[config.mk]
export PLATFORM = sky130hd
export DESIGN_NAME = mc_controller_v2
export DESIGN_NICKNAME = d
export VERILOG_FILES = /design/src/rtl/mc_ctrl_pkg.sv /design/src/rtl/mc_controller_v2_alu_decoder.sv /design/src/rtl/mc_controller_v2.sv
export SDC_FILE = /design/constraint.sdc
export NUM_CORES = 1
export LEC_CHECK = 0
export ABC_AREA = 1
export ABC_CLOCK_PERIOD_IN_PS = 1930
export BUFFER_PORTS_ARGS = -buffer_cell sky130_fd_sc_hd__buf_4
export CAP_MARGIN = 0
export CORE_MARGIN = 3
export CORE_UTILIZATION = 40
export DETAILED_ROUTE_END_ITERATION = 6
export GPL_TIMING_DRIVEN = 0
export PLACE_DENSITY_LB_ADDON = 0.2
export SETUP_SLACK_MARGIN = 0.2
export SYNTH_ARGS = -nofsm -noshare
export SYNTH_HDL_FRONTEND = slang
export SYNTH_SLANG_ARGS = --single-unit
[constraint.sdc]
create_clock -name clk -period 1.93 [get_ports clk]
set_clock_uncertainty 0.2 [all_clocks]
set_input_delay 0.0965 -clock clk [delete_from_list [all_inputs] [get_ports clk]]
set_output_delay 0.0965 -clock clk [all_outputs]
set_load 0.005 [all_outputs]
[src/rtl/mc_ctrl_pkg.sv]
// Shared encodings for the multicycle MIPS controller: states, opcodes,
// funct codes, datapath select codes and small decode helpers.
package mc_ctrl_pkg;

  typedef enum logic [3:0] {
    S_FETCH  = 4'd0,
    S_DECODE = 4'd1,
    S_MEMADR = 4'd2,
    S_MEMRD  = 4'd3,
    S_MEMWB  = 4'd4,
    S_MEMWR  = 4'd5,
    S_RTEX   = 4'd6,
    S_RTWB   = 4'd7,
    S_BREX   = 4'd8,
    S_IEX    = 4'd9,
    S_IWB    = 4'd10,
    S_JEX    = 4'd11,
    S_EXC    = 4'd12
  } state_t;

  typedef enum logic [2:0] {
    AOP_ADD   = 3'd0,
    AOP_SUB   = 3'd1,
    AOP_FUNCT = 3'd2,
    AOP_SLT   = 3'd3,
    AOP_AND   = 3'd4,
    AOP_OR    = 3'd5
  } aluop_t;

  localparam logic [5:0] OP_RTYPE = 6'b000000;
  localparam logic [5:0] OP_J     = 6'b000010;
  localparam logic [5:0] OP_BEQ   = 6'b000100;
  localparam logic [5:0] OP_BNE   = 6'b000101;
  localparam logic [5:0] OP_BLEZ  = 6'b000110;
  localparam logic [5:0] OP_BGTZ  = 6'b000111;
  localparam logic [5:0] OP_ADDI  = 6'b001000;
  localparam logic [5:0] OP_SLTI  = 6'b001010;
  localparam logic [5:0] OP_ANDI  = 6'b001100;
  localparam logic [5:0] OP_ORI   = 6'b001101;
  localparam logic [5:0] OP_LB    = 6'b100000;
  localparam logic [5:0] OP_LH    = 6'b100001;
  localparam logic [5:0] OP_LW    = 6'b100011;
  localparam logic [5:0] OP_LBU   = 6'b100100;
  localparam logic [5:0] OP_LHU   = 6'b100101;
  localparam logic [5:0] OP_SB    = 6'b101000;
  localparam logic [5:0] OP_SH    = 6'b101001;
  localparam logic [5:0] OP_SW    = 6'b101011;

  localparam logic [5:0] FN_ADD = 6'b100000;
  localparam logic [5:0] FN_SUB = 6'b100010;
  localparam logic [5:0] FN_AND = 6'b100100;
  localparam logic [5:0] FN_OR  = 6'b100101;
  localparam logic [5:0] FN_SLT = 6'b101010;

  localparam logic [2:0] ALU_ADD = 3'b010;
  localparam logic [2:0] ALU_SUB = 3'b110;
  localparam logic [2:0] ALU_AND = 3'b000;
  localparam logic [2:0] ALU_OR  = 3'b001;
  localparam logic [2:0] ALU_SLT = 3'b111;

  localparam logic [2:0] SRCB_RD2     = 3'b000;
  localparam logic [2:0] SRCB_FOUR    = 3'b001;
  localparam logic [2:0] SRCB_SIGNIMM = 3'b010;
  localparam logic [2:0] SRCB_BRANCH  = 3'b011;
  localparam logic [2:0] SRCB_ZEROIMM = 3'b100;

  localparam logic [1:0] PCSRC_ALU  = 2'b00;
  localparam logic [1:0] PCSRC_OUT  = 2'b01;
  localparam logic [1:0] PCSRC_JUMP = 2'b10;
  localparam logic [1:0] PCSRC_EXC  = 2'b11;

  localparam logic [1:0] LT_WORD  = 2'b00;
  localparam logic [1:0] LT_BYTE  = 2'b01;
  localparam logic [1:0] LT_HALF  = 2'b10;
  localparam logic [1:0] LT_UNSGN = 2'b11;

  localparam logic [1:0] MW_NONE = 2'b00;
  localparam logic [1:0] MW_BYTE = 2'b01;
  localparam logic [1:0] MW_HALF = 2'b10;
  localparam logic [1:0] MW_WORD = 2'b11;

  function automatic logic is_load(input logic [5:0] op);
    return (op == OP_LW) || (op == OP_LB) || (op == OP_LH) ||
           (op == OP_LBU) || (op == OP_LHU);
  endfunction

  function automatic logic is_store(input logic [5:0] op);
    return (op == OP_SW) || (op == OP_SH) || (op == OP_SB);
  endfunction

  function automatic logic is_imm(input logic [5:0] op);
    return (op == OP_ADDI) || (op == OP_SLTI) || (op == OP_ANDI) || (op == OP_ORI);
  endfunction

  function automatic logic [1:0] ltype_of(input logic [5:0] op);
    case (op)
      OP_LB:         return LT_BYTE;
      OP_LH:         return LT_HALF;
      OP_LBU, OP_LHU: return LT_UNSGN;
      default:       return LT_WORD;
    endcase
  endfunction

  function automatic logic [1:0] store_size(input logic [5:0] op);
    case (op)
      OP_SW:   return MW_WORD;
      OP_SH:   return MW_HALF;
      OP_SB:   return MW_BYTE;
      default: return MW_NONE;
    endcase
  endfunction

  // Branch outcome from the ALU flags of rs - rt (beq/bne) or rs - 0 (blez/bgtz).
  function automatic logic branch_cond(input logic [5:0] op, input logic zero,
                                       input logic neg);
    case (op)
      OP_BEQ:  return zero;
      OP_BNE:  return ~zero;
      OP_BLEZ: return neg | zero;
      OP_BGTZ: return ~neg & ~zero;
      default: return 1'b0;
    endcase
  endfunction

endpackage

[src/rtl/mc_controller_v2_alu_decoder.sv]
// Combinational ALU-function decoder: state-derived ALU operation plus the
// R-type funct field select the ALU control code.
module mc_alu_decoder
  import mc_ctrl_pkg::*;
#(
  parameter int ACW = 3
) (
  input  aluop_t           aluop_i,
  input  logic [5:0]       funct_i,
  output logic [ACW-1:0]   alucontrol_o
);

  logic [2:0] code_s;

  // Map operation class (and funct for R-type) to the 3-bit ALU code.
  always_comb begin
    code_s = ALU_ADD;
    case (aluop_i)
      AOP_ADD: code_s = ALU_ADD;
      AOP_SUB: code_s = ALU_SUB;
      AOP_SLT: code_s = ALU_SLT;
      AOP_AND: code_s = ALU_AND;
      AOP_OR:  code_s = ALU_OR;
      AOP_FUNCT: begin
        case (funct_i)
          FN_ADD:  code_s = ALU_ADD;
          FN_SUB:  code_s = ALU_SUB;
          FN_AND:  code_s = ALU_AND;
          FN_OR:   code_s = ALU_OR;
          FN_SLT:  code_s = ALU_SLT;
          default: code_s = ALU_ADD;
        endcase
      end
      default: code_s = ALU_ADD;
    endcase
  end

  assign alucontrol_o = ACW'(code_s);

endmodule

[src/rtl/mc_controller_v2.sv]
// Multicycle MIPS control unit: Moore main-decode FSM with memory handshake,
// four branch conditions, sub-word load/store sizing and an exception state.
module mc_controller_v2
  import mc_ctrl_pkg::*;
#(
  parameter int STATE_W       = 5,
  parameter int ACW           = 3,
  parameter int MEM_HANDSHAKE = 1,
  parameter int EXC_EN        = 1
) (
  input  logic               clk,
  input  logic               reset,
  input  logic [5:0]         op,
  input  logic [5:0]         funct,
  input  logic               zero,
  input  logic               neg,
  input  logic               memready,
  output logic               memreq,
  output logic               pcen,
  output logic [1:0]         memwrite,
  output logic               irwrite,
  output logic               regwrite,
  output logic               iord,
  output logic               memtoreg,
  output logic               regdst,
  output logic               alusrca,
  output logic               epcwrite,
  output logic               excpt,
  output logic [2:0]         alusrcb,
  output logic [1:0]         pcsrc,
  output logic [ACW-1:0]     alucontrol,
  output logic [1:0]         ltype,
  output logic [STATE_W-1:0] state
);

  state_t         state_q, state_d;
  aluop_t         aluop_s;
  logic           mr_s;
  logic           pcwrite_s;
  logic           branch_s;
  logic [ACW-1:0] alu_s;

  assign mr_s = (MEM_HANDSHAKE != 0) ? memready : 1'b1;

  // State register; reset forces FETCH immediately.
  always_ff @(posedge clk or negedge reset) begin
    if (!reset) begin
      state_q <= S_FETCH;
    end else begin
      state_q <= state_d;
    end
  end

  // Next-state logic; memory states hold until the access completes.
  always_comb begin
    state_d = state_q;
    case (state_q)
      S_FETCH:  state_d = mr_s ? S_DECODE : S_FETCH;
      S_DECODE: begin
        if (is_load(op) || is_store(op)) begin
          state_d = S_MEMADR;
        end else if (op == OP_RTYPE) begin
          state_d = S_RTEX;
        end else if (op[5:2] == 4'b0001) begin
          state_d = S_BREX;
        end else if (is_imm(op)) begin
          state_d = S_IEX;
        end else if (op == OP_J) begin
          state_d = S_JEX;
        end else begin
          state_d = (EXC_EN != 0) ? S_EXC : S_FETCH;
        end
      end
      S_MEMADR: state_d = is_store(op) ? S_MEMWR : S_MEMRD;
      S_MEMRD:  state_d = mr_s ? S_MEMWB : S_MEMRD;
      S_MEMWB:  state_d = S_FETCH;
      S_MEMWR:  state_d = mr_s ? S_FETCH : S_MEMWR;
      S_RTEX:   state_d = S_RTWB;
      S_RTWB:   state_d = S_FETCH;
      S_BREX:   state_d = S_FETCH;
      S_IEX:    state_d = S_IWB;
      S_IWB:    state_d = S_FETCH;
      S_JEX:    state_d = S_FETCH;
      S_EXC:    state_d = S_FETCH;
      default:  state_d = S_FETCH;
    endcase
  end

  // Moore output decode; write strobes in memory states wait for memready.
  always_comb begin
    memreq    = 1'b0;
    memwrite  = MW_NONE;
    irwrite   = 1'b0;
    regwrite  = 1'b0;
    iord      = 1'b0;
    memtoreg  = 1'b0;
    regdst    = 1'b0;
    alusrca   = 1'b0;
    epcwrite  = 1'b0;
    excpt     = 1'b0;
    alusrcb   = SRCB_RD2;
    pcsrc     = PCSRC_ALU;
    ltype     = LT_WORD;
    aluop_s   = AOP_ADD;
    pcwrite_s = 1'b0;
    branch_s  = 1'b0;
    if (!reset) begin
      memreq = 1'b0;
    end else begin
      case (state_q)
        S_FETCH: begin
          memreq    = 1'b1;
          alusrcb   = SRCB_FOUR;
          irwrite   = mr_s;
          pcwrite_s = mr_s;
        end
        S_DECODE: alusrcb = SRCB_BRANCH;
        S_MEMADR: begin
          alusrca = 1'b1;
          alusrcb = SRCB_SIGNIMM;
        end
        S_MEMRD: begin
          memreq = 1'b1;
          iord   = 1'b1;
          ltype  = ltype_of(op);
        end
        S_MEMWB: begin
          regwrite = 1'b1;
          memtoreg = 1'b1;
          ltype    = ltype_of(op);
        end
        S_MEMWR: begin
          memreq   = 1'b1;
          iord     = 1'b1;
          memwrite = mr_s ? store_size(op) : MW_NONE;
        end
        S_RTEX: begin
          alusrca = 1'b1;
          aluop_s = AOP_FUNCT;
        end
        S_RTWB: begin
          regwrite = 1'b1;
          regdst   = 1'b1;
        end
        S_BREX: begin
          alusrca  = 1'b1;
          aluop_s  = AOP_SUB;
          pcsrc    = PCSRC_OUT;
          branch_s = 1'b1;
        end
        S_IEX: begin
          alusrca = 1'b1;
          case (op)
            OP_SLTI: begin aluop_s = AOP_SLT; alusrcb = SRCB_SIGNIMM; end
            OP_ANDI: begin aluop_s = AOP_AND; alusrcb = SRCB_ZEROIMM; end
            OP_ORI:  begin aluop_s = AOP_OR;  alusrcb = SRCB_ZEROIMM; end
            default: begin aluop_s = AOP_ADD; alusrcb = SRCB_SIGNIMM; end
          endcase
        end
        S_IWB: regwrite = 1'b1;
        S_JEX: begin
          pcsrc     = PCSRC_JUMP;
          pcwrite_s = 1'b1;
        end
        S_EXC: begin
          epcwrite  = 1'b1;
          excpt     = 1'b1;
          pcsrc     = PCSRC_EXC;
          pcwrite_s = 1'b1;
        end
        default: memreq = 1'b0;
      endcase
    end
  end

  mc_alu_decoder #(.ACW(ACW)) u_alu_dec (
    .aluop_i      (aluop_s),
    .funct_i      (funct),
    .alucontrol_o (alu_s)
  );

  assign alucontrol = reset ? alu_s : {ACW{1'b0}};
  assign pcen       = pcwrite_s | (branch_s & branch_cond(op, zero, neg));
  assign state      = STATE_W'(state_q);

endmodule

# Yosys cells after proc, flatten, opt, wreduce, memory -nomap -nowiden
# Cells that the tools add are included.
classes:
  eq_ne: 39
  muxes: 49
  bitwise: 6
  n_reduce_logical: 20
ops:
  columns: ["operator", "n"]
  rows:
  - ["$eq A6 B6 Y1 const B", 12]
  - ["$mux W3", 10]
  - ["$pmux W4 S7", 1]
  - ["$eq A6 B3 Y1 const B", 4]
  - ["$eq A6 B4 Y1 const B", 4]
  - ["$pmux W3 S4", 2]
  - ["$eq A4 B4 Y1 const B", 5]
  - ["$mux W1", 20]
  - ["$pmux W2 S3", 3]
  - ["$pmux W3 S3", 2]
  - ["$eq A4 B3 Y1 const B", 4]
  - ["$pmux W3 S5", 1]
  - ["$mux W2", 6]
  - ["$logic_or A1 B1 Y1", 10]
  - ["$reduce_or A2 Y1", 5]
  - ["$eq A4 B1 Y1 const B", 2]
  - ["$eq A4 B2 Y1 const B", 2]
  - ["$mux W4", 2]
  - ["$eq A3 B2 Y1 const B", 2]
  - ["$eq A3 B3 Y1 const B", 2]
  - ["$eq A6 B2 Y1 const B", 1]
  - ["$logic_not A6 Y1", 1]
  - ["$reduce_or A3 Y1", 2]
  - ["$logic_not A4 Y1", 1]
  - ["other kinds (7)", 10]
totals:
  regBits: 4
  inputBits: 17
  out_inout_bits: 27

# Depth between registers and ports, before layout
# Gate-level depths: netlist of the first run.
depth:
  depth_word: 9
  mapped_depth: 10

# Modules after synthesis
# Synthesis of the first run repeated with hierarchy kept, for this count alone.
unflattened:
  hier_cells: 172
  hier_area_um2: 870.8
by_module_without_submodules:
  columns: ["module", "instances", "cells_each", "area_per_inst_um2"]
  rows:
  - ["mc_controller_v2", 1, 144, 734.5]
  - ["mc_alu_decoder", 1, 28, 136.4]

# Worst setup path before layout of the first run
# Ideal clock, no wire load.
synth_path:
  path_kind: "flip-flop to output port"
  from: "reg state_q[1]"
  to: "out alucontrol[1]"
  arrival_ns: 1.179
  t_required_ns: 1.633
  path_slack_ns: 0.454
  path_stages_with_launch: 10
  path_buffers: 0
  cell_sequence: "dfrtp_1 -> inv_1 -> nand2_2 -> nor3_4 -> nand2_2 -> nand3_2 -> nand2_1 -> clkinv_1 -> nor2_1 -> nor2_1"
synth_between:
  elab_chain_len: 6
  word_cells_on_any_way: 12
  classes_between: "8 x eq/ne; 4 x mux"
synth_rtl:
  columns: ["item", "line", "text"]
  rows:
  - ["start, declared", "mc_controller_v2.sv:36", "state_t state_q, state_d;"]
  - ["start signal, assigned", "mc_controller_v2.sv:50", "state_q <= state_d;"]
  - ["$eq A4 B4 Y1 / $eq A4 B3 Y1 (equally long branches)", "mc_controller_v2.sv:110", "case (state_q)"]
  - ["$pmux W3 S3 (*)", "mc_controller_v2.sv:110", null]
  - ["$mux W3 (*)", "mc_controller_v2.sv:107", "if (!reset) begin"]
  - ["$eq A3 B2 Y1 (tied with other cells)", "mc_controller_v2_alu_decoder.sv:18", "case (aluop_i)"]
  - ["$pmux W3 S5 (*)", "mc_controller_v2_alu_decoder.sv:18", null]
  - ["$mux W3 (*)", "mc_controller_v2.sv:182", "assign alucontrol = reset ? alu_s : {ACW{1'b0}};"]
  - ["end, declared", "mc_controller_v2.sv:31", "output logic [ACW-1:0] alucontrol,"]
# Every way passes the cells marked *; elsewhere a longest branch is shown, timed or not.

# Worst setup path after layout of the first run
layout_path:
  from: "reg state_q[3]"
  to: "out alusrcb[1]"
layout_between:
  elab_chain_len: 3
  word_cells_on_any_way: 6
  classes_between: "3 x eq/ne; 2 x mux; 1 x reduce/logical"
layout_rtl:
  columns: ["item", "line", "text"]
  rows:
  - ["$eq A4 B4 Y1 (tied with other cells)", "mc_controller_v2.sv:110", null]
  - ["$pmux W3 S4 (*)", "mc_controller_v2.sv:110", null]
  - ["$mux W3 (*)", "mc_controller_v2.sv:107", null]
  - ["end, declared", "mc_controller_v2.sv:29", "output logic [2:0] alusrcb,"]
# Marks and branches as above.

==> flow_results.org, run 1 <==
** Finish
- The finished cells cover 1559 um^2.
- Area delta synth->final :: 74.51%
- The post-route netlist has 52.84% of its cells at a drive strength greater than 1.
- Counting flops per register, the top entry is state_q.
- In the final layout, the registers with the most flip-flops are state_q x4.
- The register with the most flip-flops in the layout has 4 of them.
- N_diodes :: 0
- In the final design database the tool counted 248 nets.

** Clocking
- The number of clock buffers added by TritonCTS is 3.
- Buffer levels on the longest clock path :: 2
- Clock-pin slew was measured on the worst setup and hold paths at 0.04 ns.
- # clock sinks :: 4
- Clock root cell :: sky130_fd_sc_hd__clkbuf_4
- Number of H-tree levels :: 1
- Clock latency of the later-clocked register in the worst-skew pair :: 0.25 ns
- TritonCTS built the clock tree.

** Floorplan
- The floorplan step defined a core boundary enclosing 2042 um^2.
- IO Count :: 44
- After floorplanning, the core was divided into 16 placement rows.
- From left edge to right edge, the die measures 53.26 um.
- The floorplan step defined a die boundary enclosing 2837 um^2.
- Initial Util :: 43.75%
- The die is 53.26 um tall.

** Logic synthesis
- Register area share after synthesis :: 11.20%
- Fraction of the mapped netlist area in compound gates :: 11.34%
- Synthesized instance count :: 165
- After synthesis the cells add up to 893.4 um^2.
- The Yosys step of the flow raised 0 warnings.
- Number of storage elements in the synthesis netlist :: 4
- Summed over all instances, the cell type with the most area after synthesis is sky130_fd_sc_hd__nand2_1.
- Distinct cell type count after synthesis :: 29
- A synthesized cell averages 5.414 um^2.
- Largest family of logic cells by synthesized area :: simple AND/OR/NAND/NOR gates
- Synth Area in Simple Gates :: 60.64%
- Mux share of post-synthesis cell area :: 0%
- The number of nets in the synthesized netlist is 182.
- Portion of synthesized cell area occupied by the leading cell type :: 13.45%
- Post-Synth Adder-Cell Area :: 0%
- The synthesized netlist devotes 0% of its cell area to XOR and XNOR gates.
- By area the synthesized netlist is led by sky130_fd_sc_hd__nand2_1 13%, sky130_fd_sc_hd__nor2_1 13%, sky130_fd_sc_hd__dfrtp_1 11%.

** Worst setup path
- In this run the critical register-to-register path is captured at state_q[1].
- Type of destination of the critical path :: output port
- Arrival time at the worst endpoint :: 1.65 ns
- Across all register-to-register paths, the minimum setup slack is 0.39 ns.
- Required arrival time at the worst endpoint :: 1.63 ns
- The critical path is of the reg -> out type.
- Crit start category :: flop
- The worst register-to-register path has a depth of 8.
- Along the worst path, the maximum fanout reaches 5.
- Critical register-to-register path startpoint :: state_q[3]

** Timing
- Final critical-path required period :: 1.946 ns
- The final count of pins violating max slew was 0.
- Setup repair after global routing could not meet its margin everywhere.
- Number of failing setup endpoints in the final timing report :: 1
- Timing-limited maximum frequency :: 513.7 MHz
- In the post-route analysis, the smallest setup slack over all paths is -0.01649 ns.
- Final period util :: 100.9%
- The count of endpoints failing hold in the final timing report came to 0.
- Setup TNS :: -0.01649 ns
- On the final layout, the worst hold slack is 0.06933 ns.

** Power
- The share of total power dissipated in the clock network is 6.5%.
- Int Power :: 0.8389 mW
- Sw frac :: 51.61%
- Across the VDD grid, the largest voltage drop is 0.001269 V.
- The analysis attributes to net switching a power of 0.8948 mW.
- Fraction of power consumed by sequential logic :: 13.6%
- Overall power consumption after layout is estimated at 1.734 mW.
- Share of power burned in combinational logic :: 80.0%
- Summed over all cells, the static leakage comes to 0.8387 nW.
- For this design the ratio of total power to cell area is 1112 nW/um^2.

** Detailed routing
- Once detail routing completed, the nets flagged for antenna violations numbered 0.
- In the routed design, unresolved DRC markers number 0.
- Number of violations reported at the end of detailed-routing iteration 0 :: 46
- Post-DR wirelength/cell :: 13.11 um
- The routed design has 3356 um of wire.
- The first TritonRoute pass finished after 4 iterations.
- Overall via count from detail_route :: 1329
- Per-cell via count in the routed design :: 5.191

** Worst hold path
- The worst hold path terminates at state_q[2].
- The worst hold path begins at op[4].
- Hold Crit Class :: in -> reg
- Hold-critical path depth :: 4

** Status
- The run finished, with violations left.
- Violated checks :: negative setup slack

** Global routing
- Global routing consumed, over all layers together, 22.16% of the routing resources.
- Wire length of the first global-routing pass :: 4809 um
- Summed over all layers, the global routing overflow is 0.
- Pin count of the biggest net entering global routing :: 11
- Antenna violations before repair :: 0
- The number of global-route vias before repair is 1175.

** Place
- Port Buffers :: 42
- At the placement stage, the worst setup path has a slack of 0.2615 ns.
- The congestion estimate from routability-driven global placement came to 0.9409.
- HPWL Detailed :: 2136 um
- Placed Area :: 1242 um^2

** Job
- Count of max-cap constraint violations :: 0
[synthesized netlist by cell type]
cell / instances
sky130_fd_sc_hd__nor4_1: 1
sky130_fd_sc_hd__nor2_8: 1
sky130_fd_sc_hd__nor3_4: 1
sky130_fd_sc_hd__nor3_1: 3
sky130_fd_sc_hd__nand4_1: 4
sky130_fd_sc_hd__buf_4: 2
sky130_fd_sc_hd__a21oi_2: 1
sky130_fd_sc_hd__nor2_4: 2
sky130_fd_sc_hd__o31ai_1: 3
sky130_fd_sc_hd__nand2_4: 2
sky130_fd_sc_hd__o211ai_1: 1
sky130_fd_sc_hd__o21ai_0: 2
sky130_fd_sc_hd__o21ai_1: 1
sky130_fd_sc_hd__a21oi_1: 6
sky130_fd_sc_hd__nor3_2: 1
sky130_fd_sc_hd__nor2_2: 10
sky130_fd_sc_hd__nand2_1: 32
sky130_fd_sc_hd__nand3_1: 16
sky130_fd_sc_hd__nand2_2: 3
sky130_fd_sc_hd__inv_2: 7
sky130_fd_sc_hd__nor2_1: 30
sky130_fd_sc_hd__nand3_2: 1
sky130_fd_sc_hd__clkinv_1: 1
sky130_fd_sc_hd__o2111ai_1: 1
sky130_fd_sc_hd__a221oi_1: 1
sky130_fd_sc_hd__inv_1: 26
sky130_fd_sc_hd__conb_1: 1
sky130_fd_sc_hd__dfrtp_1: 4
sky130_fd_sc_hd__buf_1: 1
[cells by family (layout without fill, tap and decap cells)]
kind of cell / count (synthesis) / after routing
DFF: 4 / 4
and+or+nand+nor: 107 / 107
buffers and inverters: 37 / 101
AOI/OAI and AO/OA: 16 / 16
other: 1 / 1
[layer usage]
layer,GRT usage [%],vias up,routed length [um]
met5,0,-,0
li1,-,648,-
met2,41.02,64,1749
met4,4.255,0,106
met3,3.380,10,226
met1,26.48,607,1273
[cell usage in the layout (no fill, tap or decap), types with 2 or more instances in the layout]
| cell | count |
|---|---|
| sky130_fd_sc_hd__dfrtp_2 | 3 |
| sky130_fd_sc_hd__nand2_2 | 5 |
| sky130_fd_sc_hd__nor2_4 | 11 |
| sky130_fd_sc_hd__nand2_4 | 4 |
| sky130_fd_sc_hd__nand4_1 | 4 |
| sky130_fd_sc_hd__nor3_1 | 3 |
| sky130_fd_sc_hd__buf_4 | 54 |
| sky130_fd_sc_hd__dlygate4sd3_1 | 2 |
| sky130_fd_sc_hd__inv_2 | 14 |
| sky130_fd_sc_hd__nor2_2 | 9 |
| sky130_fd_sc_hd__nand2_1 | 28 |
| sky130_fd_sc_hd__o31ai_1 | 2 |
| sky130_fd_sc_hd__nor2_1 | 22 |
| sky130_fd_sc_hd__inv_4 | 3 |
| sky130_fd_sc_hd__a21oi_1 | 6 |
| sky130_fd_sc_hd__nand3_2 | 3 |
| sky130_fd_sc_hd__nand3_1 | 14 |
| sky130_fd_sc_hd__inv_1 | 16 |
| sky130_fd_sc_hd__o21ai_0 | 2 |
| sky130_fd_sc_hd__buf_6 | 7 |
| sky130_fd_sc_hd__clkbuf_4 | 3 |
[how the worst max path moves through the flow]
stage | startpoint | cells after the start | slack (ns) | endpoint
detailed placement | state_q[2] | 8 | 0.26 | ltype[0]
global placement | state_q[1] | 7 | 0.28 | alusrcb[1]
CTS | state_q[3] | 11 | 0.06 | alucontrol[1]
global route | state_q[3] | 11 | -0.12 | alucontrol[1]
finish | state_q[3] | 9 | -0.02 | alusrcb[1]
floorplan | state_q[1] | 9 | 0.45 | alucontrol[1]
[what timing repair did]
item | CTS | global route
resized for setup | 27 | 23
endpoints found under the setup margin | 17 | 18
gates cloned | 0 | 0
setup buffers | 10 | 7
pin swaps | 3 | 5
hold endpoints to repair | 5 | 4
hold buffers | 1 | 1
[area by class of cell]
| class | instances | area [um^2] |
|---|---|---|
| flip-flops and latches | 4 | 103.9 |
| multi-input cells | 124 | 755.7 |
| fillers | 167 | 483.0 |
| repair buffers | 61 | 489.2 |
| inverters | 34 | 135.1 |
| plain buffers | 3 | 18.77 |
| well taps | 27 | 33.78 |
| clock buffers | 3 | 22.52 |
[power groups by stage]
stage               Clock [mW]  Sequential, mW  Combinational [mW]
global route             0.124           0.243                1.47
detailed placement           0           0.196               0.825
CTS                      0.115           0.216                1.07
finish                   0.112           0.235                1.39
global placement             0           0.196               0.805
floorplan                    0           0.190               0.495
[critical path: stages, from the launching register on]
cell and delay [ns]:
sky130_fd_sc_hd__dfrtp_2 0.46, sky130_fd_sc_hd__inv_4 0.07, sky130_fd_sc_hd__nor2_4 0.13, sky130_fd_sc_hd__nand2_4 0.10, sky130_fd_sc_hd__buf_4 0.15, sky130_fd_sc_hd__buf_6 0.11
sky130_fd_sc_hd__inv_2 0.05, sky130_fd_sc_hd__a21oi_1 0.05, sky130_fd_sc_hd__a21oi_1 0.14, sky130_fd_sc_hd__buf_4 0.13
[stage by stage]
step,utilization [%],std cells
floorplan,-,165
global placement,60.85,234
global route,76.35,256
detailed placement,60.85,234
finish,76.35,256
CTS,70.10,248
Note: power is estimated with default switching activity, not from simulation.
==> run 2, diff against run 1 <==
SYNTH_HIERARCHICAL = 1   (was default)
==> flow_results.org, run 2 <==
** Worst setup path
- R2r setup slk :: 0.36 ns (-0.03 ns)
- In this run the critical register-to-register path is launched from state_q[2].
- Crit start category :: flop
- The data required time at the worst endpoint came to 1.63 ns (about the same).
- Worst Setup EP :: alucontrol[1]
- Worst reg-to-reg path cell count :: 9 (+1)
- Setup crit start :: state_q[0]
- Setup CP Type :: reg -> out
- Type of destination of the critical path :: output port
- In this run the critical register-to-register path is captured at state_q[2].
- Arrival time at the worst endpoint :: 1.94 ns (+0.29 ns)
- The critical-path maximum fanout came to 5 (unchanged).

** Finish
- Registers with the highest flip-flop counts :: state_q x4
- Fraction of final layout cells sized beyond drive strength 1 :: 48.52% (-4.3 points)
- The register with the most flip-flops in the final layout is state_q.
- Top library cells by usage in the layout, fill and taps aside :: 56 x sky130_fd_sc_hd__buf_4, 34 x sky130_fd_sc_hd__nand2_1, 27 x sky130_fd_sc_hd__inv_1, 21 x sky130_fd_sc_hd__nand3_1, 20 x sky130_fd_sc_hd__nor2_1
- Flip-flop count of the largest register, all copies and words added :: 4 (unchanged)
- Most common cell after layout, fill and taps aside :: sky130_fd_sc_hd__buf_4
- The number of diodes added for antenna fixing was 0 (unchanged).
- Final net count :: 255 (+2.8%)
- Area delta synth->final :: 76.01%

** Floorplan
- The count of pins on the block boundary came to 44 (unchanged).
- The y dimension of the die was 52.66 um (-1.1%).
- Initial Util :: 43.50% (-0.25 points)
- The area inside the core boundary came to 2002 um^2 (-2.0%).
- The number of core rows came to 16 (unchanged).
- The die footprint is 2773 um^2 (-2.2%).
- The die width came to 52.66 um (-1.1%).

** Global routing
- Wire length of the first global-routing pass :: 4588 um (-4.6%)
- The number of antenna violations at the first check in global routing was 0 (unchanged).
- Most heavily used metal layer in global routing :: met2
- The met3 routing resource usage after global routing is 3.134% (-0.25 points).
- Met2 capacity usage during global routing :: 36.98% (-4.0 points)
- Number of global-route vias before repair :: 1155 (-1.7%)
- The largest net degree at the start of global routing was 11 (unchanged).
- The all-layer global routing usage was 21.32% (-0.84 points).
- Overflow left after global routing :: 0 (unchanged)
- The met1 routing resource usage after global routing came to 26.23% (-0.25 points).

** Detailed routing
- The residual DRC count is 0 (unchanged).
- The total wirelength of the detailed-routed design was 3276 um (-2.4%).
- Post-DR wirelength/cell :: 12.41 um (-5.3%)
- Per-cell via count in the routed design :: 5.220 (+0.54%)
- Number of violations reported at the end of detailed-routing iteration 0 :: 59 (+28%)
- The number of detailed-routing iterations run before antenna repair is 4 (unchanged).
- The antenna violation net count after detailed routing is 0 (unchanged).
- Overall via count from detail_route :: 1378 (+3.7%)

** Logic synthesis
- Post-Syn Nets :: 189 (+3.8%)
- The synthesized flop and latch total came to 4 (unchanged).
- Summed over all instances, the cell type with the most area after synthesis is sky130_fd_sc_hd__nand2_1.
- Among all cell types in the netlist, the one instantiated most often is sky130_fd_sc_hd__nand2_1.
- Synth Cell Area :: 870.8 um^2 (-2.5%)
- Number of flops mapped to enable cells by yosys :: 0 (unchanged)
- Async SR Flop Fraction :: 100.0% (unchanged)
- Register area share after synthesis :: 11.49% (+0.29 points)
- Count of synthesis-stage warnings from yosys :: 6 (+6)
- Counting instances in the post-synthesis netlist gives the leading cell types as 35 x sky130_fd_sc_hd__nand2_1, 32 x sky130_fd_sc_hd__inv_1, 31 x sky130_fd_sc_hd__nor2_1, 22 x sky130_fd_sc_hd__nand3_1, 8 x sky130_fd_sc_hd__a21oi_1.
- Mapped Avg Cell Area :: 5.063 um^2 (-6.5%)
- Distinct cell type count after synthesis :: 24 (-17%)
- Ranked by total cell area, the synthesized netlist is headed by sky130_fd_sc_hd__nand2_1 15%, sky130_fd_sc_hd__inv_1 14%, sky130_fd_sc_hd__nor2_1 13%.
- Among all flip-flop cells after synthesis, the most frequent one is sky130_fd_sc_hd__dfrtp_1.
- The number of standard cells after synthesis was 172 (+4.2%).
- The area share of the leading cell type in the synthesized netlist is 15.09% (+1.6 points).

** Clocking
- In this run the clock root is driven by a sky130_fd_sc_hd__clkbuf_4.
- # clock sinks :: 4 (unchanged)
- The clock-pin slew reported for the worst setup and hold paths after clock tree synthesis was 0.04 ns (about the same).
- Number of H-tree levels :: 1 (unchanged)
- The maximum count of clock buffers along a single path came to 2 (unchanged).
- Clock latency of the later-clocked register in the worst-skew pair :: 0.24 ns (about the same)
- Number of buffers created by CTS :: 3 (unchanged)
- TritonCTS built the clock tree.

** Worst hold path
- Hold Crit Class :: in -> async

** Place
- The final estimated routing congestion in global placement came to 0.8817 (-6.3%).
- HPWL Detailed :: 2105 um (-1.4%)
- The worst slack at placement is -0.09525 ns (-0.3568 ns).
- The port buffer count is 42 (unchanged).

** Timing
- Final period util :: 115.9% (+15 points)
- Number of failing setup endpoints in the final timing report :: 5 (+4)
- Setup repair after global routing missed its margin :: true
- The final worst slack came to -0.3067 ns (-0.2902 ns).
- The time the final worst path needs with I/O delays and setup was 2.237 ns (+0.2902 ns).
- The final total negative setup slack is -0.8596 ns (-0.8432 ns).
- Timing-limited maximum frequency :: 447.1 MHz (-13%)
- The final count of pins violating max slew is 0 (unchanged).
- The count of endpoints failing hold in the final timing report is 0 (unchanged).
- Worst hold margin :: 0.01630 ns (-0.05303 ns)

** Status
- Status :: complete, but fails checks
- The final reports fail on negative setup slack.

** Power
- The power per cell area is 988.5 nW/um^2 (-11%).
- Leakage power summed over all cells :: 0.8387 nW (about the same)
- Worst-case vdd ir drop :: 0.001230 V (-3.0%)

** Job
- The max-capacitance violation count came to 0 (unchanged).
-- run 2: cell count changes in the layout (fill, tap and decap cells not counted), moves of 3 or more --
cell,change
sky130_fd_sc_hd__nand3_1,+7
sky130_fd_sc_hd__nor2_4,-4
sky130_fd_sc_hd__nor2_2,+5
sky130_fd_sc_hd__inv_4,-3
sky130_fd_sc_hd__nand2_1,+6
sky130_fd_sc_hd__inv_1,+11
sky130_fd_sc_hd__inv_2,-5
sky130_fd_sc_hd__nand2_4,-3
-- run 2: final cells by class --
class	instances	area, um^2
fill	160	469.2
sequential	4	105.1
clock buffer	4	26.28
buffer	5	36.28
timing repair buffer	61	481.7
tap	27	33.78
inverter	36	135.1
multi-input combinational	127	714.4
-- run 2: critical path, cell delays in order, from the launching register on --
cell and delay, ns:
sky130_fd_sc_hd__dfrtp_2 0.46, sky130_fd_sc_hd__inv_1 0.09, sky130_fd_sc_hd__nand2_2 0.11, sky130_fd_sc_hd__nor2_4 0.14
sky130_fd_sc_hd__inv_1 0.09, sky130_fd_sc_hd__o22ai_4 0.18, sky130_fd_sc_hd__buf_6 0.14, sky130_fd_sc_hd__nand3_1 0.11
sky130_fd_sc_hd__nor2_2 0.12, sky130_fd_sc_hd__a21oi_2 0.04, sky130_fd_sc_hd__nand2_1 0.06, sky130_fd_sc_hd__inv_1 0.04
sky130_fd_sc_hd__buf_4 0.12
-- run 2: kinds of logic after synthesis --
kind of cell	count (synthesis)	share of synthesized area, %
buffers and inverters	41	19.25
flip-flops	4	11.49
AO/OA/AOI/OAI	16	10.06
XOR/XNOR	1	1.006
other	1	0.4306
AND/OR/NAND/NOR	109	57.76
-- run 2: what timing repair did --
action	CTS	global route
setup endpoints to repair	15	19
hold buffers	2	0
setup buffers	10	7
pin swaps	5	9
gates resized for setup	10	31
hold endpoints to repair	5	0
-- run 2: stage by stage --
step	total power [mW]	std cells	utilization [%]	area, um^2
2_1_floorplan	0.6603	172	-	880.8
3_3_place_gp	0.9731	241	61.44	1230
3_5_place_dp	0.9834	241	61.44	1230
4_1_cts	1.259	257	68.88	1379
5_1_grt	1.617	264	76.56	1533
6_report	1.515	264	76.56	1533
-- run 2: how the worst min path moves through the flow --
stage	start	to	slack, ns	cells past startpoint
after detailed placement	reset	state_q[2]	-0.30	1
after global placement	reset	state_q[0]	-0.31	1
after floorplan	reset	state_q[0]	-0.40	0
final	reset	state_q[1]	0.02	2
after global routing	reset	state_q[1]	0.03	2
after CTS	reset	state_q[1]	0.01	2
-- run 2: power breakdown --
part	total (mW)	switching [mW]	internal, mW
Combinational	1.20	0.648	0.549
Clock	0.115	0.0370	0.0777
Sequential	0.203	0.0675	0.136
Total	1.52	0.752	0.763
-- run 2: layer usage --
metal	share of wire (%)	wire length, um
met3	11	357
met4	2.0	66
met5	0	0
met2	49	1598
met1	38	1253
